## config.mk

```make
export PLATFORM = sky130hd
export DESIGN_NAME = pwm_push_button
export DESIGN_NICKNAME = d
export VERILOG_FILES = /design/src/rtl/pwm_pkg.sv /design/src/rtl/button_conditioner.sv /design/src/rtl/pwm_push_button.sv
export SDC_FILE = /design/constraint.sdc
export NUM_CORES = 1
export LEC_CHECK = 0
export CORE_AREA = 4 4 76 78
export DETAILED_ROUTE_END_ITERATION = 6
export DIE_AREA = 0 0 80 82
export PLACE_DENSITY_LB_ADDON = 0.15
export SLEW_MARGIN = 20
export SYNTH_ARGS = -nofsm -noshare
export SYNTH_HDL_FRONTEND = slang
export SYNTH_SLANG_ARGS = --single-unit
```

## constraint.sdc

```tcl
create_clock -name clk -period 2.3 [get_ports clk]
set_input_delay 0.23 -clock clk [delete_from_list [all_inputs] [get_ports clk]]
set_output_delay 0.23 -clock clk [all_outputs]
set_load 0.1 [all_outputs]
```

## src/rtl/pwm_pkg.sv

```systemverilog
// Shared defaults and helpers for the push-button PWM generator.
package pwm_pkg;

    localparam int DEF_PERIOD          = 10;
    localparam int DEF_DUTY_INIT       = 5;
    localparam int DEF_DUTY_STEP       = 1;
    localparam int DEF_DEBOUNCE_CYCLES = 4;

    // Net effect of the two press pulses in one cycle.
    typedef enum logic [1:0] {
        CMD_HOLD = 2'd0,
        CMD_INC  = 2'd1,
        CMD_DEC  = 2'd2
    } duty_cmd_e;

    // Duty must be able to hold every value 0..period inclusive.
    function automatic int duty_width(input int period);
        return (period < 1) ? 1 : $clog2(period + 1);
    endfunction

    // Period counter spans 0..period-1.
    function automatic int cnt_width(input int period);
        return (period < 2) ? 1 : $clog2(period);
    endfunction

endpackage

```

## src/rtl/button_conditioner.sv

```systemverilog
// Raw button to single-cycle press pulse: 2-FF synchroniser, counting
// debouncer and rising-edge detection on the debounced level.
module button_conditioner #(
    parameter int DEB_CYCLES = pwm_pkg::DEF_DEBOUNCE_CYCLES
) (
    input  logic clk,
    input  logic rst,
    input  logic btn_in,
    output logic press
);

    localparam int DBW = (DEB_CYCLES < 1) ? 1 : $clog2(DEB_CYCLES + 1);
    localparam logic [DBW-1:0] DB_LAST = DBW'(DEB_CYCLES - 1);

    logic           sync1_reg;
    logic           sync2_reg;
    logic           level_reg;
    logic           press_reg;
    logic [DBW-1:0] db_cnt_reg;

    always_ff @(posedge clk) begin
        if (rst) begin
            sync1_reg  <= 1'b0;
            sync2_reg  <= 1'b0;
            level_reg  <= 1'b0;
            press_reg  <= 1'b0;
            db_cnt_reg <= '0;
        end else begin
            sync1_reg <= btn_in;
            sync2_reg <= sync1_reg;
            press_reg <= 1'b0;
            // Any sample that agrees with the debounced level restarts the count.
            if (sync2_reg != level_reg) begin
                if (db_cnt_reg == DB_LAST) begin
                    level_reg  <= sync2_reg;
                    db_cnt_reg <= '0;
                    press_reg  <= sync2_reg;
                end else begin
                    db_cnt_reg <= db_cnt_reg + 1'b1;
                end
            end else begin
                db_cnt_reg <= '0;
            end
        end
    end

    assign press = press_reg;

endmodule

```

## src/rtl/pwm_push_button.sv

```systemverilog
// Single-channel PWM whose duty is stepped up/down by two debounced buttons;
// the duty is shadowed and only applied at the period boundary.
module pwm_push_button
    import pwm_pkg::*;
#(
    parameter int PERIOD          = DEF_PERIOD,
    parameter int DUTY_INIT       = DEF_DUTY_INIT,
    parameter int DUTY_STEP       = DEF_DUTY_STEP,
    parameter int DEBOUNCE_CYCLES = DEF_DEBOUNCE_CYCLES
) (
    input  logic clk,
    input  logic rst,
    input  logic Button1,
    input  logic Button2,
    output logic pwm
);

    localparam int DW = duty_width(PERIOD);
    localparam int CW = cnt_width(PERIOD);
    localparam logic [CW-1:0] CNT_LAST  = CW'(PERIOD - 1);
    localparam logic [DW-1:0] DUTY_MAX  = DW'(PERIOD);
    localparam logic [DW-1:0] DUTY_RST  = DW'(DUTY_INIT);
    localparam logic [DW-1:0] STEP_DW   = DW'(DUTY_STEP);

    logic [1:0]    btn_raw;
    logic [1:0]    press;
    duty_cmd_e     cmd;

    logic [DW-1:0] duty_tgt_reg;
    logic [DW-1:0] duty_tgt_next;
    logic [DW-1:0] duty_act_reg;
    logic [CW-1:0] cnt_reg;
    logic          pwm_reg;
    logic [31:0]   duty_up;

    // Index 0 raises the duty, index 1 lowers it.
    assign btn_raw = {Button2, Button1};

    generate
        for (genvar gi = 0; gi < 2; gi++) begin : g_btn
            button_conditioner #(
                .DEB_CYCLES(DEBOUNCE_CYCLES)
            ) u_cond (
                .clk   (clk),
                .rst   (rst),
                .btn_in(btn_raw[gi]),
                .press (press[gi])
            );
        end
    endgenerate

    always_comb begin
        cmd = CMD_HOLD;
        case (press)
            2'b01:   cmd = CMD_INC;
            2'b10:   cmd = CMD_DEC;
            default: cmd = CMD_HOLD;
        endcase
    end

    // Saturating step; the sum is formed wide so it cannot wrap before the clamp.
    always_comb begin
        duty_up       = 32'(duty_tgt_reg) + 32'(DUTY_STEP);
        duty_tgt_next = duty_tgt_reg;
        case (cmd)
            CMD_INC: begin
                if (duty_up > 32'(PERIOD)) begin
                    duty_tgt_next = DUTY_MAX;
                end else begin
                    duty_tgt_next = DW'(duty_up);
                end
            end
            CMD_DEC: begin
                if (duty_tgt_reg < STEP_DW) begin
                    duty_tgt_next = '0;
                end else begin
                    duty_tgt_next = duty_tgt_reg - STEP_DW;
                end
            end
            default: duty_tgt_next = duty_tgt_reg;
        endcase
    end

    always_ff @(posedge clk) begin
        if (rst) begin
            duty_tgt_reg <= DUTY_RST;
            duty_act_reg <= DUTY_RST;
            cnt_reg      <= '0;
            pwm_reg      <= 1'b0;
        end else begin
            duty_tgt_reg <= duty_tgt_next;
            pwm_reg      <= (DW'(cnt_reg) < duty_act_reg);
            if (cnt_reg == CNT_LAST) begin
                cnt_reg      <= '0;
                duty_act_reg <= duty_tgt_reg;
            end else begin
                cnt_reg <= cnt_reg + 1'b1;
            end
        end
    end

    assign pwm = pwm_reg;

endmodule

```

# Word level (Yosys, flattened, before mapping)
# Index checks and enable logic that the tools add are counted.
# word_totals
reg_bits	27
mem_bits_rw	0
memories	0
latch_bits	0
romBits	0
elab_cells	47
# op_classes
n_eq_ne	9
div_mod_pow	0
mux	4
order_cmp	3
n_reduce_logical	8
n_shift	0
n_mul	0
bitwise	4
n_addsub	5
# ops
op	count
OR reduction 3 bit	4
two-way mux 4 bit	2
case mux 4 bit (2 select lines)	1
adder 3 x 1 -> 3 bit, second input constant	2
== test 3 x 2 -> 1 bit, second input constant	2
adder 4 x 1 -> 5 bit, second input constant	1
> comparator 5 x 4 -> 1 bit, second input constant	1
adder 4 x 1 -> 4 bit, second input constant	1
== test 2 x 1 -> 1 bit, second input constant	2
== test 2 bit, second input constant	2
== test 4 bit, second input constant	1
less-than comparator 4 x 1 -> 1 bit, second input constant	1
less-than comparator 4 bit	1
inverter 1 bit	4
case mux 2 bit (2 select lines)	1
AND reduction 2 bit	2
subtractor 4 x 1 -> 4 bit, second input constant	1
!= test 1 bit	2
nonzero test 2 bit	1
OR reduction 2 bit	1

# Depth between registers and ports, before layout
# Gate-level depths: netlist (run 1).
# depth
depth_word	4
mapped_depth	7
mapped_depth_nobuf	6

# By module
# From an unflattened synthesis (run 1), not the netlist that was laid out.
# unflattened
hier_cells	127
hier_area_um2	1239.9
# modules_own_cells
mod	n_inst	cells_each	area_each_um2
pwm_push_button	1	89	752.0
button_conditioner	2	19	244.0

# Worst setup path before layout (run 1)
# Ideal clock, no wire load.
# synth_path
kind	flip-flop to flip-flop
from	reg duty_tgt_reg[1]
to	reg duty_tgt_reg[0]
setup_slack_ps	693
path_buffers	0
path_stages_with_launch	6
arrival_ps	1485
setup_ps	122
path_cell_list	dfxtp_1 -> ha_1 -> nor2b_1 -> a31o_1 -> a221o_1 -> a221o_1
# synth_via
elab_chain_len	4
word_cells_on_any_way	6
cone_classes	1 x add/sub; 2 x order compare; 3 x mux
# synth_rtl
item	line	source
start: declaration	pwm_push_button.sv:29	logic [DW-1:0] duty_tgt_reg;
start signal: assignment	pwm_push_button.sv:91	duty_tgt_reg <= duty_tgt_next;
adder 4 x 1 -> 5 bit	pwm_push_button.sv:63	duty_up = 32'(duty_tgt_reg) + 32'(DUTY_STEP);
> comparator 5 x 4 -> 1 bit	pwm_push_button.sv:67	if (duty_up > 32'(PERIOD)) begin
two-way mux 4 bit	pwm_push_button.sv:67	
case mux 4 bit (2 select lines) (*)	pwm_push_button.sv:65	case (cmd)
# Every way passes the cells marked *; elsewhere a longest branch is shown, timed or not.
# A chain may end at the register's enable or synchronous reset.

# Worst setup path in the final report (run 1)
# layout_path
from	reg duty_tgt_reg[0]
to	reg duty_tgt_reg[0]
# The elaborated chain is that of the path after synthesis.

==> flow_summary.rst, run 1 <==
.. list-table::
   :header-rows: 1

   * - Metric
     - Value
   * - Status
     - finished clean
   * - Number of buffers created by CTS
     - 3
   * - Net count reported at finish
     - 154
   * - DPL Wire Length
     - 1430 um
   * - Worst R2R Setup Slack
     - between 0.4 and 0.5 ns
   * - Int Power
     - approximately 620 uW
   * - Max-slew headroom at the worst pin
     - 74.7%
   * - Global-route wire length before repair
     - approximately 3500 um
   * - Slew Limit Fails
     - 0
   * - Beginning of the worst register-to-register path
     - duty_tgt_reg[0]
   * - Most frequent standard cell in the layout excluding fill and tap cells
     - dfxtp_1
   * - Yosys synthesis warning count
     - 0
   * - Capture endpoint of the worst hold path
     - g_btn[1].u_cond.db_cnt_reg[0]
   * - Via count
     - approximately 900
   * - Post-Syn Instances
     - 135
   * - Worst hold stages
     - 1
   * - Arr. time, crit path
     - approximately 2.0 ns
   * - Antenna diode instance count
     - 0
   * - Final wirelength
     - 1950 um
   * - GRT Total Usage
     - 6.84%
   * - Pre-CTS setup slack
     - 0.471 ns
   * - Total number of H-tree levels
     - 1
   * - Proportion of synthesized chip area in sequential cells
     - roughly 43%
   * - Proportion of synthesized flip-flops having asynchronous set or reset
     - 0%
   * - Mean routed wirelength per cell
     - 9.46 um
   * - Clock power share
     - 33.3%
   * - Final min period
     - approximately 1.8 ns
   * - Routability cong.
     - 0.828
   * - Max Freq
     - 542 MHz
   * - Remaining Overflow, GRT
     - 0
   * - Total of buffers placed on input and output ports
     - 4
   * - Clk Tree Root Cell
     - clkbuf_8
   * - Clock sinks
     - 27
   * - Number of synthesized register bits
     - 27
   * - Starting DRT DRC Count
     - 42
   * - Post-route clock period utilization
     - 80.2%
   * - Number of synthesized flops with an enable pin
     - 0
   * - Actual slew at the worst max-slew pin
     - 0.379 ns
   * - Worst reg2reg path endpoint
     - duty_tgt_reg[0]
   * - Least setup slack across all paths after layout
     - 0.456 ns
   * - Worst voltage drop across the vdd grid
     - about 0.19 mV
   * - Setup repair after global routing missed its margin
     - no
   * - Power per cell area
     - about 570 mW/mm^2
   * - Distinct cell type count of the synthesized netlist
     - 34
   * - Remaining DRCs
     - 0
   * - Pin count of the biggest net entering global routing
     - 16
   * - Yosys top cell area share
     - 43.0%
   * - Leading cell types by total area after synthesis
     - dfxtp_1 43%, ha_1 13%, nor2_1 4.5%
   * - Effective utilization at floorplan
     - 24.8%
   * - Clk pin slew, worst setup/hold paths
     - 0.09 ns
   * - Leakage power summed over all cells
     - 0.528 nW
   * - Sw frac
     - 22.4%
   * - Number of placement rows
     - 26
   * - Antenna violations before repair
     - 0
   * - Detail Route Antenna Nets
     - 0
   * - Y dimension of the die
     - 82 um
   * - Vias per cell
     - 4.28
   * - Cell area after technology mapping
     - 0.00126 sq mm
   * - Max Buffers Root-to-Sink
     - 2
   * - Insertion delay of the later-clocked pin in the worst-skew pair
     - roughly 0.27 ns
   * - Area growth syn-to-layout
     - 10.9%
   * - Number of cells traversed by the worst register-to-register path
     - 5
   * - X dimension of the die
     - around 80 um
   * - Hold Path Class
     - flip-flop to flip-flop
   * - Total die area
     - 0.00656 sq mm
   * - Hold-fix buffer count after cts
     - 0
   * - Number of top-level pins
     - 5
   * - Commonest non-fill, non-tap cells in the layout
     - 27 x dfxtp_1, 15 x nor2_1, 13 x ha_1
   * - Category of the worst setup path capture point
     - flip-flop
   * - Number of global-route vias before repair
     - 866
   * - Number of endpoints with negative hold slack in the final report
     - 0
   * - Switching power summed over all nets
     - approximately 180 uW
   * - Proportion of power drawn by flip-flops and latches
     - between 60 and 70%
   * - Final core occ
     - a little over a quarter
   * - Aggregate negative setup slack
     - 0 ns
   * - Element type at the critical path start
     - flip-flop
   * - Worst endpoint required time
     - 2.46 ns
   * - Syn_area_per_cell
     - 9.31 sq um
   * - CTS tree
     - yes
   * - Final setup viols
     - 0
   * - First-pass detailed-route iteration total
     - 4
   * - Number of violations of the max-capacitance limit
     - 0
   * - Comb power frac
     - around 6.0%
   * - Critical path peak fanout
     - 10
   * - Synthesized net count
     - 152
   * - Core outline area
     - roughly 0.0051 sq mm
   * - Max Clock Skew
     - 0.00221 ns
   * - Setup bufs post-CTS
     - 0
   * - Flip-flop count of the largest register, all copies and words added
     - 6
   * - Worst min-delay path startpoint
     - g_btn[1].u_cond.db_cnt_reg[0]
   * - Number of cells upsized or downsized after cts
     - 0
   * - Critical path class
     - flip-flop to flip-flop
   * - Fraction of layout instances using a drive strength above 1
     - 6.62%
   * - Synth Flop Type
     - dfxtp_1
   * - Yosys top cell by area
     - dfxtp_1
-- worst max path at each step --
stage | start | endpoint | slack, ns | cells past startpoint
2_1_floorplan | duty_tgt_reg[1] | duty_tgt_reg[0] | 0.69 | 5
3_3_place_gp | duty_tgt_reg[0] | duty_tgt_reg[0] | 0.55 | 5
3_5_place_dp | duty_tgt_reg[0] | duty_tgt_reg[0] | 0.47 | 5
4_1_cts | duty_tgt_reg[0] | duty_tgt_reg[0] | 0.46 | 5
5_1_grt | duty_tgt_reg[0] | duty_tgt_reg[0] | 0.36 | 5
6_report | duty_tgt_reg[0] | duty_tgt_reg[0] | 0.46 | 5
-- layout make-up --
class | count | area [sq um]
clock buffer | 3 | 41.3
clock inverter | 1 | 5.00
fill | 552 | 3680
inverter | 13 | 48.8
multi-input combinational | 87 | 627
sequential | 27 | 541
tap | 70 | 87.6
timing repair buffer | 5 | 45.0
-- cell families (layout without fill, tap and decap cells) --
kind of cell / Yosys count / count (layout) / share of synthesized area [%]
xor+xnor: 3 / 3 / 2.09
mux: 3 / 3 / 2.49
simple gates: 45 / 45 / 19.5
flops: 27 / 27 / 43.0
compound gates: 23 / 23 / 12.8
fa+ha+maj: 13 / 13 / 12.9
buf+inv: 21 / 22 / 7.16
-- synthesized netlist by cell type, types with 2 or more instances --
master / number
a21o_1: 2
a221o_1: 2
o21ai_0: 3
a211oi_1: 2
buf_2: 3
mux2i_1: 2
nor3b_1: 2
inv_1: 12
a211o_1: 3
xnor2_1: 3
nor3_1: 5
nand2b_1: 3
nor2_1: 15
ha_1: 13
nand2_1: 2
nand3_1: 2
nand3b_1: 2
nor2b_1: 8
clkbuf_1: 3
or3_1: 2
dfxtp_1: 27
nor4bb_1: 2
a21oi_1: 6
-- per-stage QoR --
step / std cells / hold WS (ns) / instance area [sq um] / power (mW)
after global placement: 202 / 0.407 / 1350 / 0.544
after CTS: 206 / 0.431 / 1400 / 0.818
after floorplan: 135 / 0.308 / 1260 / 0.530
final: 206 / 0.427 / 1400 / 0.800
after global routing: 206 / 0.444 / 1400 / 0.845
after detailed placement: 202 / 0.417 / 1350 / 0.545
-- worst max-delay path, stage by stage, from the launching register on --
cell and delay [ns]:
dfxtp_1 0.52, ha_1 0.26, nor2b_1 0.07, a31o_1 0.24, a221o_1 0.34, a221o_1 0.30
-- layer usage --
metal  vias to the layer above  global-route usage, %  wire length [um]
met4                         0                   3.55                22
met3                         2                   1.64                47
li1                        461                      -                 -
met2                         6                   11.4               945
met1                       413                   8.14               933
met5                         -                      0                 0
-- power groups by stage --
stage	Clock, mW	Sequential, mW	Combinational [mW]
after floorplan	0	0.504	0.0253
after global placement	0	0.497	0.0474
after detailed placement	0	0.497	0.0480
after CTS	0.284	0.486	0.0483
after global routing	0.303	0.488	0.0536
final	0.267	0.486	0.0477
(Power assumes the default switching activity.)
==> inputs of run 2 (changes only) <==
clock period = 1.8 ns   (was 2.3 ns; I/O delays follow)
==> run 2 against run 1 <==
  * Utilization rose by 0.32 points
  * Sequential cell count unchanged
  * Count of clock-buffer cells in the layout unchanged
  * Sequential power is 28% higher
  * Largest cell class unchanged
==> flow_summary.rst, run 2 (synthesis results as in run 1) <==
.. list-table::
   :header-rows: 1

   * - Metric
     - Value
   * - Status
     - finished clean
   * - Final wirelength
     - around 2100 um
   * - Number of violations of the max-capacitance limit
     - 0
   * - Element type at the critical path start
     - flip-flop
   * - Remaining Overflow, GRT
     - 0
   * - Least setup slack across all paths after layout
     - approximately 0.12 ns
   * - Number of cells after detailed placement
     - 204
   * - Category of the worst setup path capture point
     - flip-flop
   * - Number of placement rows
     - 26
   * - Final core occ
     - 27.8%
   * - Critical path class
     - flip-flop to flip-flop
   * - Antenna violations before repair
     - 0
   * - Y dimension of the die
     - 82 um
   * - Detail Route Antenna Nets
     - 0
   * - Clk Tree Root Cell
     - clkbuf_8
   * - Total number of H-tree levels
     - 1
   * - Family with the most delay on the worst path
     - compound AO/OA/AOI/OAI gates
   * - Post-route clock period utilization
     - approximately 93%
   * - Final setup viols
     - 0
   * - Critical path peak fanout
     - 5
   * - Crit-path most repeated cell
     - a221o_1
   * - Worst endpoint required time
     - around 2.0 ns
   * - First-pass detailed-route iteration total
     - 3
   * - Hold Path Class
     - flip-flop to flip-flop
   * - Aggregate negative setup slack
     - 0 ns
   * - Slowest stage cell, crit path
     - dfxtp_1
   * - DPL Wire Length
     - 1500 um
   * - Flip-flop count of the largest register, all copies and words added
     - 6
   * - Via count
     - 875
   * - Fraction of layout instances using a drive strength above 1
     - 8.70%
   * - Pin count of the biggest net entering global routing
     - 16
   * - Mean routed wirelength per cell
     - 10.0 um
   * - Core outline area
     - 0.00507 sq mm
   * - Most frequent standard cell in the layout excluding fill and tap cells
     - dfxtp_1
   * - Leakage power summed over all cells
     - 0.537 nW
   * - Setup bufs post-CTS
     - 0
   * - Effective utilization at floorplan
     - 24.8%
   * - Layout fillers
     - 565
   * - Number of global-route vias before repair
     - 848
   * - Number of top-level pins
     - 5
   * - GRT Total Usage
     - 7.05%
   * - CTS tree
     - yes
   * - Total die area
     - 0.00656 sq mm
   * - Pre-CTS setup slack
     - 0.0719 ns
   * - Post-route cell area
     - 0.00141 sq mm
   * - Highest cell delay on the worst timing path
     - 0.41 ns
   * - Vias per cell
     - 4.21
   * - Clock sinks
     - 27
   * - Max-slew headroom at the worst pin
     - 73.5%
   * - Number of endpoints with negative hold slack in the final report
     - 0
   * - Antenna diode instance count
     - 0
   * - Number of cells upsized or downsized after cts
     - 0
   * - Max Freq
     - 597 MHz
   * - Hold-fix buffer count after cts
     - 0
   * - Power per cell area
     - 721 mW/mm^2
   * - Final cell count without fillers
     - 208
   * - Slew Limit Fails
     - 0
   * - Power Total
     - 1.02 mW
   * - Tightest hold margin
     - 0.427 ns
   * - Setup repair after global routing missed its margin
     - no
   * - Cell breakdown of the critical path
     - ha_1 -> nor2b_1 -> a31o_1 -> a221o_1 -> a221o_1
   * - Insertion delay of the later-clocked pin in the worst-skew pair
     - 0.27 ns
   * - Max Buffers Root-to-Sink
     - 2
   * - Net count reported at finish
     - 156
   * - Remaining DRCs
     - 0
   * - Number of buffers created by CTS
     - 3
   * - Area of placed instances
     - 0.00136 sq mm
   * - Actual slew at the worst max-slew pin
     - about 0.40 ns
   * - Area growth syn-to-layout
     - 12.2%
   * - Total of buffers placed on input and output ports
     - 4
   * - Max Clock Skew
     - 0.00467 ns
   * - Final min period
     - ~1.7 ns
   * - Arr. time, crit path
     - around 1.8 ns
   * - Clk pin slew, worst setup/hold paths
     - 0.09 ns
   * - Commonest non-fill, non-tap cells in the layout
     - 26 x dfxtp_1, 15 x nor2_1, 13 x ha_1
   * - Worst voltage drop across the vdd grid
     - 0.279 mV
   * - Global-route wire length before repair
     - 3660 um
   * - Starting DRT DRC Count
     - 42
   * - Number of buffer and inverter instances along the worst setup path
     - 0
   * - Routability cong.
     - between 0.7 and 0.8
   * - X dimension of the die
     - 80 um
-- run 2: cell types whose count changed in the layout (fill, tap and decap cells not counted) --
cell	change
buf_4	+2
dfxtp_1	-1
dfxtp_2	+1
-- run 2: report_power, final --
group	internal, mW	total, mW	switching [mW]
clock	0.155	0.335	0.180
combinational	0.0278	0.0615	0.0337
sequential	0.610	0.621	0.0104
-- run 2: final timing paths --
path / startpoint / to / slack [ns] / depth (start not counted)
hold reg to reg: g_btn[1].u_cond.db_cnt_reg[0] / g_btn[1].u_cond.db_cnt_reg[0] / 0.43 / 1
hold / removal: g_btn[1].u_cond.db_cnt_reg[0] / g_btn[1].u_cond.db_cnt_reg[0] / 0.43 / 1
setup reg to reg: duty_tgt_reg[0] / duty_tgt_reg[0] / 0.12 / 5
setup / recovery: duty_tgt_reg[0] / duty_tgt_reg[0] / 0.12 / 5
-- run 2: area by class of cell --
cell class / count / area [sq um] / share of cell area [%]
clock buffer: 3 / 41.3 / 2.93
clock inverter: 1 / 5.00 / 0.355
inverter: 13 / 48.8 / 3.46
multi-input combinational: 87 / 627 / 44.4
sequential: 27 / 542 / 38.4
tap: 70 / 87.6 / 6.21
timing repair buffer: 7 / 60.1 / 4.26
-- run 2: metal layers --
layer  wire length [um]  share of wire (%)  global-route usage [%]
met3                 41                2.0                    1.64
met5                  0                  0                       0
met1               1090                 52                    8.54
met4                 22                1.1                    3.04
met2                928                 44                    11.9
==> inputs of run 3 (changes only) <==
HOLD_SLACK_MARGIN = 0.03   (was not set)
==> results of run 3 <==
The final DEF is identical to that of run 2; final timing and power are the same.
